File: config.mk
export PLATFORM = sky130hd
export DESIGN_NAME = coin_detector
export DESIGN_NICKNAME = d
export VERILOG_FILES = /design/src/rtl/coin_detector.sv
export SDC_FILE = /design/constraint.sdc
export NUM_CORES = 1
export LEC_CHECK = 0
export ABC_CLOCK_PERIOD_IN_PS = 3100
export BUFFER_PORTS_ARGS = -buffer_cell sky130_fd_sc_hd__buf_4
export CAP_MARGIN = 20
export CORE_UTILIZATION = 56
export CTS_CLUSTER_SIZE = 24
export DETAILED_ROUTE_END_ITERATION = 16
export GPL_ROUTABILITY_DRIVEN = 0
export GPL_TIMING_DRIVEN = 0
export PLACE_DENSITY_LB_ADDON = 0.15
export SLEW_MARGIN = 20
export SYNTH_ARGS = -nofsm -noshare
export SYNTH_HDL_FRONTEND = slang
export SYNTH_SLANG_ARGS = --single-unit
File: constraint.sdc
create_clock -name clk -period 3.1 [get_ports clk]
set_input_delay 0.93 -clock clk [delete_from_list [all_inputs] [get_ports clk]]
set_output_delay 0.93 -clock clk [all_outputs]
set_load 0.01 [all_outputs]
File: src/rtl/coin_detector.sv
// rtl/coin_detector.sv - coin sensor conditioner: sync, debounce, edge detect, accept/lockout FSM
// Define COIN_DET_SYNC_EN to add a 2-flop synchronizer on each raw sensor line.
module coin_detector #(
  parameter int DEBOUNCE_CYCLES = 4,
  parameter int LOCKOUT_CYCLES  = 8
) (
  input  logic       clk,
  input  logic       rst,
  input  logic       coin50_raw,
  input  logic       coin100_raw,
  output logic [1:0] x,
  output logic       reject,
  output logic       busy
);
  localparam int CW = $clog2(DEBOUNCE_CYCLES + 1);
  localparam int LW = (LOCKOUT_CYCLES > 1) ? $clog2(LOCKOUT_CYCLES) : 1;
  localparam logic [CW-1:0] CNT_LAST  = CW'(DEBOUNCE_CYCLES - 1);
  localparam logic [LW-1:0] LOCK_LOAD = LW'(LOCKOUT_CYCLES - 1);

  typedef enum logic [1:0] {IDLE, EMIT, LOCKOUT} state_t;

  // Bit 0 is the 50c channel, bit 1 the 1-euro channel, so an event vector is its own coin code.
  logic [1:0] raw;
  logic [1:0] s;
  assign raw = {coin100_raw, coin50_raw};

`ifdef COIN_DET_SYNC_EN
  logic [1:0] meta_q;
  logic [1:0] sync_q;
  always_ff @(posedge clk) begin
    if (rst) begin
      meta_q <= '0;
      sync_q <= '0;
    end else begin
      meta_q <= raw;
      sync_q <= meta_q;
    end
  end
  assign s = sync_q;
`else
  assign s = raw;
`endif

  logic [1:0]         deb_q, deb_d;
  logic [1:0]         deb_dly_q;
  logic [1:0][CW-1:0] cnt_q, cnt_d;
  logic [1:0]         ev;

  always_comb begin
    deb_d = deb_q;
    cnt_d = cnt_q;
    for (int i = 0; i < 2; i++) begin
      if (s[i] == deb_q[i]) begin
        cnt_d[i] = '0;
      end else if (cnt_q[i] == CNT_LAST) begin
        deb_d[i] = s[i];
        cnt_d[i] = '0;
      end else begin
        cnt_d[i] = cnt_q[i] + 1'b1;
      end
    end
  end

  always_ff @(posedge clk) begin
    if (rst) begin
      deb_q     <= '0;
      deb_dly_q <= '0;
      cnt_q     <= '0;
    end else begin
      deb_q     <= deb_d;
      deb_dly_q <= deb_q;
      cnt_q     <= cnt_d;
    end
  end

  assign ev = deb_q & ~deb_dly_q;

  state_t        state_q, state_d;
  logic [LW-1:0] lock_q, lock_d;
  logic [1:0]    x_q, x_d;
  logic          reject_q, reject_d;
  logic          busy_q, busy_d;

  always_comb begin
    state_d  = state_q;
    lock_d   = lock_q;
    x_d      = 2'b00;
    reject_d = 1'b0;
    case (state_q)
      IDLE: begin
        if (ev == 2'b11) begin
          reject_d = 1'b1;
          lock_d   = LOCK_LOAD;
          state_d  = LOCKOUT;
        end else if (ev != 2'b00) begin
          x_d     = ev;
          state_d = EMIT;
        end
      end
      EMIT: begin
        reject_d = |ev;
        lock_d   = LOCK_LOAD;
        state_d  = LOCKOUT;
      end
      LOCKOUT: begin
        reject_d = |ev;
        if (lock_q == '0) begin
          state_d = IDLE;
        end else begin
          lock_d = lock_q - 1'b1;
        end
      end
      default: state_d = IDLE;
    endcase
    // Held one extra cycle on the way back to IDLE so the coin gate sees the exit cycle.
    busy_d = (state_d != IDLE) || (state_q != IDLE);
  end

  always_ff @(posedge clk) begin
    if (rst) begin
      state_q  <= IDLE;
      lock_q   <= '0;
      x_q      <= 2'b00;
      reject_q <= 1'b0;
      busy_q   <= 1'b0;
    end else begin
      state_q  <= state_d;
      lock_q   <= lock_d;
      x_q      <= x_d;
      reject_q <= reject_d;
      busy_q   <= busy_d;
    end
  end

  assign x      = x_q;
  assign reject = reject_q;
  assign busy   = busy_q;

endmodule

### After elaboration in Yosys (flattened, before gate mapping)

Cells that the tools add are included.

| storage, ports and cells | value |
|---|---|
| logic and storage cells | 52 |
| bits of input ports | 4 |
| bits in registers | 19 |

| operators by class | value |
|---|---|
| bitwise logic cells | 6 |
| reductions and logical operators | 15 |
| eq/ne operators | 9 |
| add/sub/neg operators | 3 |
| muxes and demuxes | 9 |

Operators with widths:

| kind | count |
|---|---|
| 3-bit case mux with 3 select lines | 1 |
| 3-bit by 1-bit adder with 3-bit output (second input constant) | 2 |
| 3-bit by 2-bit equality test with 1-bit output (second input constant) | 2 |
| 2-bit two-way mux | 3 |
| 3-bit two-way mux | 2 |
| 2-bit case mux with 3 select lines | 1 |
| 2-bit nonzero test | 3 |
| 3-bit OR reduction | 2 |
| 2-bit equality test (second input constant) | 2 |
| 2-bit inequality test (second input constant) | 2 |
| 1-bit inverter | 4 |
| 2-bit AND reduction | 2 |
| 2-bit OR reduction | 2 |
| 4-bit OR reduction | 1 |
| 3-bit logical NOT | 1 |
| 3-bit AND reduction | 1 |
| 3-bit nonzero test | 1 |
| 3-bit by 1-bit subtractor with 3-bit output (second input constant) | 1 |
| 2-bit bitwise AND | 1 |
| 1-bit equality test | 2 |
| 2-bit by 1-bit equality test with 1-bit output (second input constant) | 1 |
| 2-bit logical NOT | 1 |
| 2-bit inverter | 1 |
| 1-bit case mux with 2 select lines | 1 |
| other kinds (2) | 2 |

### Depth between registers and ports, before layout

| depth | value |
|---|---|
| depth after elaboration | 8 |
| depth in mapped cells | 6 |

### Least setup slack after synthesis

No wires, ideal clock.

| timing path | value |
|---|---|
| path type | input port to flip-flop |
| start | in rst |
| end | reg busy_q (netlist: busy) |
| data required time | 2973 ps |
| stages on the path | 3 |
| arrival | 1525 ps |
| setup slack | 1448 ps |
| library setup time | 127 ps |
| cells stage by stage | clkbuf_1 nor2_1 or3_1 |

RTL lines:

| item | RTL line | source |
|---|---|---|
| start, declared | 8 | `input logic rst,` |
| end signal, assigned | 131 | `busy_q <= busy_d;` |
| end, declared | 82 | `logic busy_q, busy_d;` |

### Worst setup path in the final report

| timing path | value |
|---|---|
| start | reg reject_q (netlist: reject) |
| end | out reject |

RTL lines:

| item | RTL line | source |
|---|---|---|
| start, declared | 81 | `logic reject_q, reject_d;` |
| start signal, assigned | 130 | `reject_q <= reject_d;` |
| end, declared | 12 | `output logic reject,` |

No word-level cell between the ends.

==> reports/metrics.cfg <==
[run]
maxCapViolations = 0

[worst_hold_path]
min_path_type = reg2reg
hp-start = cnt_q[0]$_SDFF_PP0_

[global_route]
gr-total-overflow = 0
grt_util_all_layers_pct = 17.8
grt_first_pass_wirelength_mm = 2.37
grt_pass1_vias = 573
antenna_found_initial = 0
grt_max_degree = 12

[timing]
setup_tns_ns = 0
tightest_slew_ns = 0.441
hold_violations = 0
min_period_over_period_pct = 53.8
clock.fmax_mhz = 600
slew_viol_final = 0
layout_setup_ws_ns = 1.43
finClkSkew_ns = 0.00326
fin_crit_ns = 1.67
setup_viol = 0
rsz0062_at_grt = false
relSlewSlack_pct = 70.6

[synth]
synthFlopType = dfxtp_1
ys_warn_count = 0
synth_edf_count = 0
ys_seq_elements = 19
syn_inst = 90
syn_area_um2 = 872
seq_area_frac_synth_pct = 43.6
syn-num-nets = 104
yosysUniqueCellTypes = 30
synthArstFlopShare_pct = 0
synth_area_per_cell_um2 = 9.69

[clocking]
numClockSinks = 19
hold_buffers = 0
cts_tree = yes
cts_made_buffers = 3
cts_setup_buffers = 0
clock_latency_ns = 0.29
cts_resized = 0
cts.path.max_buffers = 2
path_clk_slew_ns = 0.11
htreeDepth = 1
root_buffer = clkbuf_4

[drt]
num_vias = 639
final_antenna_net_count = 0
drt_iter0_drc = 13
vias_per_cell = 5.51
wirelength_mm = 1.37
drc_errors = 0
wl_per_cell_um = 11.8
drt_pre_antenna_iters = 4

[critical_path]
arrival_ns = 0.74
r2r_setup_slack_ns = 1.53
worst-path-buf-inv = 1
crit_fanout = 1
cp_top_family = flip-flops
cp-start-kind = flip-flop
cp-startpoint = reject$_SDFF_PP0_
r2r_start = state_q[1]$_SDFF_PP0_
cp_slowest_stage_delay_ns = 0.31
cp.required_ns = 2.17
cp_cell_sequence = buf_4
critPathKind = reg2out
crit_path_top_delay_cell = dfxtp_1
critPathCaptureType = output port

[die]
rows = 13
dieArea_mm2 = 0.00172
start_util_pct = 63.8
die_x_um = 41.5
die_h_um = 41.5
core-area_mm2 = 0.00137
pin_count = 8

[power]
ir_drop_mv = 0.289
p_leak_nw = 0.398
p_per_area_mw_per_mm2 = 423

[cells_and_area]
drive_gt1_share_pct = 16.8
mostFrequentLayoutCell = dfxtp_1
area_delta_synth_final_pct = 11.3
nFillCells = 127
final_cell_mix = dfxtp_1 (19), nor2_1 (11), ha_1 (10)
diodes = 0
nets = 116

[place]
hpwl_mm = 1.08
post-place-ws_ns = 1.18
placement.io_buffers = 7

[status]
status = finished clean

## state kept, by name (all words and copies together) (netlist names)
name,cells
state_q,2
busy,1
reject,1
lock_q,3
deb_dly_q,2
x,2
cnt_q,6
deb_q,2
## routing by layer
metal / vias to the layer above / track usage (%) / part of all wire (%)
li1: 327 / - / -
met1: 299 / 21.0 / 47
met2: 9 / 29.7 / 49
met3: 4 / 3.91 / 2.7
met4: 0 / 9.68 / 1.6
met5: - / 0 / 0
## final timing paths
kind                                             to  cells after the start
worst max-delay path                         reject                      1
worst min-delay path            cnt_q[0]$_SDFF_PP0_                      1
worst max register to register      busy$_SDFF_PP0_                      5
worst min register to register  cnt_q[0]$_SDFF_PP0_                      1
## synthesized netlist by cell type, types with 2 or more instances
cell      instances  area, um^2
a21oi_1           3        15.0
a311oi_1          2        17.5
and2b_4           2        20.0
dfxtp_1          19         380
ha_1             10         125
inv_1             8        30.0
mux2i_1           2        20.0
nand2_1           5        18.8
nand2b_1          2        12.5
nor2_1           11        41.3
nor2b_1           2        12.5
nor3_1            2        10.0
or3_1             3        18.8
xnor2_1           3        26.3
## power breakdown
| part | internal, mW | total [mW] | switching [mW] |
|---|---|---|---|
| logic | 0.0167 | 0.0357 | 0.0190 |
| registers | 0.250 | 0.253 | 0.00343 |
| clock network | 0.0480 | 0.122 | 0.0738 |
## metrics by stage
stage / hold WS (ns) / std cells / power [mW] / util (%) / area [um^2]
6_report: 0.422 / 116 / 0.411 / 71.1 / 971
5_1_grt: 0.452 / 116 / 0.430 / 71.1 / 971
4_1_cts: 0.429 / 116 / 0.415 / 71.1 / 971
3_5_place_dp: 0.414 / 112 / 0.295 / 69.0 / 943
3_3_place_gp: 0.408 / 112 / 0.293 / 69.0 / 943
2_1_floorplan: 0.399 / 90 / 0.284 / - / 872
## layout make-up
type | instances | area [um^2] | share of cell area, %
Timing Repair Buffer | 7 | 52.6 | 5.41
Multi-Input combinational cell | 61 | 454 | 46.8
Inverter | 9 | 33.8 | 3.48
Sequential cell | 19 | 380 | 39.2
Clock buffer | 3 | 22.5 | 2.32
Clock inverter | 1 | 5.00 | 0.515
Buffer | 1 | 3.75 | 0.387
Tap cell | 15 | 18.8 | 1.93
## kinds of logic after synthesis
kind of cell	synth area share, %
compound gates	11.3
xor+xnor	3.01
fa+ha+maj	14.3
buf+inv	4.30
flops	43.6
mux	2.30
simple gates	21.1
Note: power is estimated with default switching activity, not from simulation.
